--- src/rtl/tagged_fifo.sv ---
// tagged_fifo
//   Buffers tagged words from a producer and demultiplexes them into FLUX
//   independent sub-queues, so several data fluxes can share one channel
//   without head-of-line blocking between them.
//   Word layout on din_i / dout_o is {tag, data}.
//
// Ports
//   clk      in   sole clock, rising edge
//   rst_n    in   synchronous active-low reset
//   write_i  in   write strobe
//   din_i    in   tagged word to store (WIDTH)
//   full_o   out  registered; any sub-queue full (conservative for producer)
//   read_i   in   per-flux pop request, lowest set bit honoured (FLUX)
//   empty_o  out  registered per-flux empty flags (FLUX)
//   dout_o   out  combinational head word of the selected sub-queue (WIDTH)
module tagged_fifo #(
  parameter  int FLUX       = 2,
  parameter  int DATA_WIDTH = 18,
  parameter  int DEPTH      = 4,
  localparam int TAG_WIDTH  = (FLUX > 1) ? $clog2(FLUX) : 1,
  localparam int WIDTH      = DATA_WIDTH + TAG_WIDTH
) (
  input  logic             clk,
  input  logic             rst_n,
  input  logic             write_i,
  input  logic [WIDTH-1:0] din_i,
  output logic             full_o,
  input  logic [FLUX-1:0]  read_i,
  output logic [FLUX-1:0]  empty_o,
  output logic [WIDTH-1:0] dout_o
);

  localparam int AW = $clog2(DEPTH);
  localparam int PW = AW + 1;  // extra MSB is the wrap bit

  logic [DATA_WIDTH-1:0] mem_q [FLUX][DEPTH];
  logic [PW-1:0]         wr_ptr_q [FLUX];
  logic [PW-1:0]         wr_ptr_d [FLUX];
  logic [PW-1:0]         rd_ptr_q [FLUX];
  logic [PW-1:0]         rd_ptr_d [FLUX];
  logic [FLUX-1:0]       empty_q;
  logic [FLUX-1:0]       empty_d;
  logic                  full_q;
  logic                  full_d;

  logic [TAG_WIDTH-1:0]  wr_tag_s;
  logic                  wr_en_s;
  logic                  rd_hit_s;
  logic [TAG_WIDTH-1:0]  rd_sel_s;
  logic                  rd_en_s;
  logic                  ne_hit_s;
  logic [TAG_WIDTH-1:0]  ne_sel_s;

  // Write acceptance: global full blocks all fluxes; out-of-range tags drop.
  always_comb begin
    wr_tag_s = din_i[WIDTH-1:DATA_WIDTH];
    wr_en_s  = write_i && !full_q && (int'(wr_tag_s) < FLUX);
  end

  // Priority selects: lowest set read bit, and lowest non-empty queue.
  always_comb begin
    rd_hit_s = 1'b0;
    rd_sel_s = '0;
    ne_hit_s = 1'b0;
    ne_sel_s = '0;
    for (int i = 0; i < FLUX; i++) begin
      if (read_i[i] && !rd_hit_s) begin
        rd_hit_s = 1'b1;
        rd_sel_s = TAG_WIDTH'(i);
      end else begin
        rd_hit_s = rd_hit_s;
      end
      if (!empty_q[i] && !ne_hit_s) begin
        ne_hit_s = 1'b1;
        ne_sel_s = TAG_WIDTH'(i);
      end else begin
        ne_hit_s = ne_hit_s;
      end
    end
    // A read aimed at an empty queue is dropped, even if a higher bit is set.
    rd_en_s = rd_hit_s && !empty_q[rd_sel_s];
  end

  // Next-state pointers and the flags derived from them.
  always_comb begin
    full_d = 1'b0;
    for (int i = 0; i < FLUX; i++) begin
      wr_ptr_d[i] = wr_ptr_q[i];
      rd_ptr_d[i] = rd_ptr_q[i];
      if (wr_en_s && (wr_tag_s == TAG_WIDTH'(i))) begin
        wr_ptr_d[i] = wr_ptr_q[i] + PW'(1);
      end else begin
        wr_ptr_d[i] = wr_ptr_q[i];
      end
      if (rd_en_s && (rd_sel_s == TAG_WIDTH'(i))) begin
        rd_ptr_d[i] = rd_ptr_q[i] + PW'(1);
      end else begin
        rd_ptr_d[i] = rd_ptr_q[i];
      end
      empty_d[i] = (wr_ptr_d[i] == rd_ptr_d[i]);
      full_d     = full_d ||
                   ((wr_ptr_d[i][AW-1:0] == rd_ptr_d[i][AW-1:0]) &&
                    (wr_ptr_d[i][AW] != rd_ptr_d[i][AW]));
    end
  end

  // Pointer and flag registers; reset discards all buffered words.
  always_ff @(posedge clk) begin
    if (!rst_n) begin
      for (int i = 0; i < FLUX; i++) begin
        wr_ptr_q[i] <= '0;
        rd_ptr_q[i] <= '0;
      end
      empty_q <= {FLUX{1'b1}};
      full_q  <= 1'b0;
    end else begin
      for (int i = 0; i < FLUX; i++) begin
        wr_ptr_q[i] <= wr_ptr_d[i];
        rd_ptr_q[i] <= rd_ptr_d[i];
      end
      empty_q <= empty_d;
      full_q  <= full_d;
    end
  end

  // Storage array; contents are intentionally not cleared by reset.
  always_ff @(posedge clk) begin
    if (rst_n && wr_en_s) begin
      mem_q[wr_tag_s][wr_ptr_q[wr_tag_s][AW-1:0]] <= din_i[DATA_WIDTH-1:0];
    end
  end

  // Head-word mux: requested queue first, else lowest non-empty, else zero.
  always_comb begin
    if (rd_hit_s) begin
      dout_o = {rd_sel_s, mem_q[rd_sel_s][rd_ptr_q[rd_sel_s][AW-1:0]]};
    end else if (ne_hit_s) begin
      dout_o = {ne_sel_s, mem_q[ne_sel_s][rd_ptr_q[ne_sel_s][AW-1:0]]};
    end else begin
      dout_o = '0;
    end
  end

  assign empty_o = empty_q;
  assign full_o  = full_q;

endmodule
--- config.mk ---
export PLATFORM = sky130hd
export DESIGN_NAME = tagged_fifo
export DESIGN_NICKNAME = d
export VERILOG_FILES = /design/src/rtl/tagged_fifo.sv
export SDC_FILE = /design/constraint.sdc
export NUM_CORES = 1
export LEC_CHECK = 0
export ABC_CLOCK_PERIOD_IN_PS = 3250
export CAP_MARGIN = 20
export CORE_MARGIN = 2
export CORE_UTILIZATION = 30
export DETAILED_ROUTE_END_ITERATION = 8
export SLEW_MARGIN = 20
export SYNTH_ARGS = -nofsm -noshare
export SYNTH_HDL_FRONTEND = slang
export SYNTH_SLANG_ARGS = --single-unit
--- constraint.sdc ---
create_clock -name clk -period 3.25 [get_ports clk]
set_input_delay 0.4875 -clock clk [delete_from_list [all_inputs] [get_ports clk]]
set_output_delay 0.4875 -clock clk [all_outputs]
set_load 0.01 [all_outputs]
==> impl_metrics.ini <==
[grt]
grt_remaining_overflow = 0
antenna_found_initial = 0
top_usage_layer = met2
grtUsageMet1_pct = 17.0
grt_max_degree = 40
grt.total_usage_pct = 14.3
use_met3_pct = 3.85
grt_pass1_vias = 4752
grt_pass1_wl_um = 27400
grtUsageMet2_pct = 24.0

[placement]
dp.final_hpwl_um = 11700
gp_congestion = 0.756
dpl.cell_count = 846
port_buffers = 45

[timing]
relSlewSlack_pct = 48.8
fin_setup_tns_ns = 0
drv_slew = 0
max_freq_mhz = 316
fin_skew_ns = 0.00657
worstMarginPinSlew_ns = 0.768
fin_crit_sh_pct = 97.3
fin_crit_ns = 3.16
hold_viol = 0
final-setup-viol-count = 0
rsz0062_at_grt = false

[yosys]
synth_nets = 492
syn_avg_cell_area_um2 = 16.0
synth_edf_count = 144
synth_area_mm2 = 0.00743
postSynth.asyncResetShare_pct = 0
ys_warn_count = 0
yosysSeqAreaShare_pct = 62.2
synth_cell_type_count = 44
synth-main-ff-cell = edfxtp_1
synthCells = 464
synth_seq_cells = 159

[routing]
firstDrtPassIters = 4
vias_per_cell = 4.99
drcViolationCount = 0
vias = 4416
wl_per_cell_um = 20.5
detail_route.iter0.violations = 289
ant_nets = 0
wirelength_um = 18200

[worst_setup_path]
reg2reg_to = full_o
cp_common_cell = buf_4
cp_cell_sequence = clkdlybuf4s50_1 -> nor2b_4 -> buf_8 -> buf_4 -> buf_4 -> mux4_1 -> nor2_1 -> a221o_1 -> clkdlybuf4s15_1
path_max_fanout = 5
worstRegToRegCells = 6
cp-end-kind = output pin
rrSetupSlack_ns = 1.20
crit_path_start_kind = input pin
cpMaxStageDelayCell = mux4_1
path_class = in -> out
critPathLaunch = read_i[1]
worst_ep_required_time_ns = 2.76
crit_end = dout_o[3]
slowest_delay_ns = 0.54
r2r-start = rd_ptr_q[1][0]
arrival_ns = 2.68

[floorplan]
row_count = 57
dieHeight_um = 161
dieArea_mm2 = 0.0260
core_mm2 = 0.0243
start_util_pct = 30.6
pin_count = 46
die_w_um = 161

[clock_network]
cts_sinks = 159
h-tree-depth = 4
clk_pin_slew_ns = 0.06
numCtsBuffers = 17
cts_buffer_depth = 2
clk-insertion-delay-late_ns = 0.43
cts-root-buf = clkbuf_16
holdBufCountCts = 0
cts_tree = done

[pwr]
p_leak_nw = 3.07
power_density_mw_per_mm2 = 533
max-vdd-ir-drop_mv = 0.254

[flow_run]
drv_cap = 0

[final_layout]
finish.utilization_pct = 37.7
layout.nets = 577
stdcell_count = 885
diodes = 0
areaGrowthSynthToFinish_pct = 23.3
drive_gt1_share_pct = 20.3

[worst_hold_path]
hold_class = reg -> reg

[run_status]
status = completed
per-layer routing:
metal | vias up | part of all wire (%)
met5 | - | 0
met4 | 0 | 2.6
met3 | 29 | 4.7
met2 | 118 | 51
met1 | 2246 | 42
li1 | 2023 | -
cells in the mapped netlist, types with 2 or more instances:
library cell  count  area [um2]
and2_1            4        25.0
nor4bb_1          2        20.0
ha_1              4        50.1
nand3b_1          2        15.0
nor3_1            3        15.0
dfxtp_1          15         300
buf_4             4        30.0
o21ai_1           3        15.0
a22o_1            3        26.3
nor2b_1          10        62.6
buf_2            11        55.1
mux4_2           14         315
mux2i_4           2        45.0
clkbuf_1          6        22.5
o21ai_0          13        65.1
o32ai_1           3        26.3
o221ai_1         12         105
buf_6             4        45.0
a22oi_1           2        15.0
xnor2_1           6        52.6
nor2_1           25        93.8
xor2_1            9        78.8
o22ai_1           2        12.5
nand2_1          13        48.8
nand3_1           2        10.0
mux4_1           10         263
a21oi_1           4        20.0
clkbuf_4          2        15.0
nand2b_1          5        31.3
edfxtp_1        144        4320
a221o_1          12         120
mux2i_1         100        1000
a21boi_0          2        15.0
power breakdown:
part	switching (mW)	internal, mW	total [mW]
clock network	0.814	1.14	1.95
logic	0.343	0.312	0.655
registers	0.0197	2.26	2.28
total	1.18	3.71	4.89
sequential cells by signal, indices dropped and copies added, names as in the netlist:
name	cells
mem_q	144
rd_ptr_q	6
wr_ptr_q	6
empty_o	2
full_o	1
worst min path at each step:
| stage | from | end | cells after the start |
|---|---|---|---|
| after floorplan | wr_ptr_q[1][1] | wr_ptr_q[1][1] | 2 |
| final | wr_ptr_q[1][1] | wr_ptr_q[1][1] | 2 |
| after detailed placement | wr_ptr_q[1][1] | wr_ptr_q[1][1] | 2 |
| after CTS | wr_ptr_q[1][2] | wr_ptr_q[1][2] | 2 |
| after global routing | rd_ptr_q[0][2] | rd_ptr_q[0][2] | 2 |
| after global placement | wr_ptr_q[1][1] | wr_ptr_q[1][1] | 2 |
critical path, delay by kind of cell:
family	cells	cell delay [ns]
and+or+nand+nor	2	0.35
AOI/OAI and AO/OA	1	0.16
buffers and inverters	5	1.14
muxes	1	0.54
what timing repair did:
| action | in CTS | in global routing |
|---|---|---|
| gates resized for setup | 25 | 6 |
| setup buffers | 7 | 0 |
| cloned | 1 | 0 |
| endpoints found under the setup margin | 18 | 4 |
per-stage QoR:
| stage | area, um2 | worst slack [ns] | power, mW | hold slack, ns |
|---|---|---|---|---|
| finish | 9160 | 0.0871 | 4.89 | 0.555 |
| global route | 9160 | 0.00622 | 5.07 | 0.589 |
| CTS | 9170 | 0.0477 | 4.93 | 0.560 |
| global placement | 8540 | -0.173 | 2.98 | 0.503 |
| detailed placement | 8540 | -0.202 | 3.00 | 0.524 |
| floorplan | 7430 | 0.416 | 2.73 | 0.484 |
layout by cell type, fill, tap and decap left out, drive strengths merged, types with 4 or more instances in the layout:
master / netlist / layout
xor2: 9 / 9
clkinv: 0 / 4
o21ai: 16 / 16
mux2i: 102 / 102
clkbuf: 8 / 22
a21oi: 4 / 4
nand2b: 5 / 5
ha: 4 / 4
edfxtp: 144 / 144
dfxtp: 15 / 15
dlygate4sd2: 0 / 14
nand2: 13 / 13
nor2: 26 / 26
mux4: 24 / 24
nor2b: 11 / 11
and2: 4 / 4
inv: 1 / 4
clkdlybuf4s50: 0 / 27
a221o: 12 / 12
o221ai: 12 / 12
xnor2: 6 / 6
buf: 20 / 49
layout make-up:
type / count / area (um2)
inverter: 1 / 3.75
tap: 324 / 405
clock inverter: 11 / 134
timing repair buffer: 94 / 887
clock buffer: 20 / 437
sequential: 159 / 4630
fill: 2218 / 15200
multi-input combinational: 276 / 2670
cell families after synthesis:
group                      after synthesis  share of synthesized area [%]
DFF                                    159                           62.2
muxes                                  126                           21.9
and+or+nand+nor                         72                           5.00
AOI/OAI and AO/OA                       59                           5.98
buffers and inverters                   29                           2.51
xor gates and xnor gates                15                           1.77
adders and majority gates                4                          0.673
(Power assumes the default switching activity.)
==> patch (config.mk and constraints unchanged) <==
Make the reset (`rst_n`) asynchronous in one clocked block. Comments in the files are not updated.
--- a/src/rtl/tagged_fifo.sv
+++ b/src/rtl/tagged_fifo.sv
@@ -105,7 +105,7 @@
   end
 
   // Pointer and flag registers; reset discards all buffered words.
-  always_ff @(posedge clk) begin
+  always_ff @(posedge clk or negedge rst_n) begin
     if (!rst_n) begin
       for (int i = 0; i < FLUX; i++) begin
         wr_ptr_q[i] <= '0;
Check against the original RTL: differs if rst_n is asserted again (counterexample within 4 cycles, from zero or initial values and one cycle with rst_n low); with rst_n held inactive, the same outputs for 4 cycles.
==> patch against the unedited design <==
First-iteration DRC count down 12%; sequential cell count is the same; critical endpoint is now dout_o[2]; wire length decreased by 15%; cell area decreased by 4.1%; fmax is 1.3% higher; synthesized area fell by 4.8%; sequential share of layout area grew 3.0 points; setup slack gained 41 ps; hold slack worse by 78 ps.
Power is not compared: it rests on default switching activity, and its combinational part moved more than twofold at a synthesized area within 25%.
==> patch: results <==
group,metric,value,unit
detailed_routing,drt-initial-drc-count,254,
final_layout,multi_input_area_share,0.256,
critical_path,cp.arrival,2630,ps
cts,cts-root-buf,"clkbuf_16",
final_layout,inv_count,5,
detailed_routing,viasPerCell,4.71,
critical_path,crit_fanout,9,
final_layout,num-multi-input-gates,190,
final_layout,fin_cells,786,
critical_path,rr_worst_depth,7,
logic_synthesis,synth.distinct_cells,34,
final_layout,final.fill_count,2131,
final_layout,seq_area,4700,um^2
sta,finClkSkew,11.7,ps
logic_synthesis,synthArstFlopShare,0.0943,
logic_synthesis,avgSynthCellArea,19.1,um^2
detailed_routing,wirelength,15400,um
final_layout,signal_buffers,81,
place,dp_slack,-108,ps
grt,grt_pass1_vias,3884,
final_layout,clkCellAreaFrac,0.0677,
pwr,powerDensity,816,nW/um^2
place,place_inst,745,
min_path,hold_path.class,"input port to asynchronous set/reset pin",
grt,grt_max_degree,27,
critical_path,critPathSlowestCell,"clkdlybuf4s50_1",
status,status,"completed",
logic_synthesis,syn-num-nets,399,
logic_synthesis,yosys-top-cells-count,"edfxtp_1, mux2i_1, mux4_2",
place,place_congestion,0.718,
grt,grt_pass1_wl,23200,um
final_layout,nets,482,
logic_synthesis,yosysSeqAreaShare,0.664,
place,dpl.hpwl,9120,um
place,post_dp_cell_area,8100,um^2
logic_synthesis,synth_area_leaders,"edfxtp_1, mux2i_1, mux4_2",
final_layout,largest_reg_flops,144,
sta,slew_headroom,0.731,
final_layout,seq_cells,159,
## patch: cell count changes in the layout (fill, tap and decap cells not counted), moves of 11 or more
| cell | delta |
|---|---|
| buf_4 | -13 |
| nor2_1 | -14 |
| a221o_1 | -12 |
| mux4_2 | +16 |
| o221ai_1 | -12 |
| dfrtp_1 | +11 |
| o21ai_0 | -13 |
| o22ai_1 | +14 |
| mux2i_1 | -26 |
| dfxtp_1 | -13 |
## patch: per-layer routing
metal	wire length, um	GRT usage
met1	6840	0.164
met2	7790	0.224
met3	578	0.0307
met4	183	0.0424
met5	0	0
## patch: final timing paths
check / start / end / slack [ps]
min in group clk: wr_ptr_q[2]$_DFF_PN0_ / wr_ptr_q[2]$_DFF_PN0_ / 520
max reg2reg: rd_ptr_q[3]$_DFF_PN0_ / full_o$_DFF_PN0_ / 1320
max: read_i[1] / dout_o[2] / 130
max in group asynchronous: rst_n / empty_o[0]$_DFF_PN1_ / 2520
min reg2reg: wr_ptr_q[2]$_DFF_PN0_ / wr_ptr_q[2]$_DFF_PN0_ / 520
min: rst_n / wr_ptr_q[2]$_DFF_PN0_ / 480
## patch: cell families (layout without fill, tap and decap cells)
family,Yosys count,after routing,synth area share
compound gates,21,21,0.0189
xor+xnor,16,16,0.0235
fa+ha+maj,4,4,0.00707
buf+inv,22,118,0.0247
flops,159,159,0.664
mux,115,115,0.234
simple gates,34,34,0.0276
## patch: power groups by stage
stage	registers [W]	clock network, W	logic [W]
final	0.00260	0.00201	0.00256
after global routing	0.00262	0.00213	0.00275
after CTS	0.00261	0.00204	0.00259
after detailed placement	0.00265	0	0.00264
after global placement	0.00264	0	0.00259
after floorplan	0.00258	0	0.00180
## patch: timing repair
item                                    CTS  global route
endpoints found under the setup margin   18             1
setup buffers                             8             1
gates resized for setup                  21             0
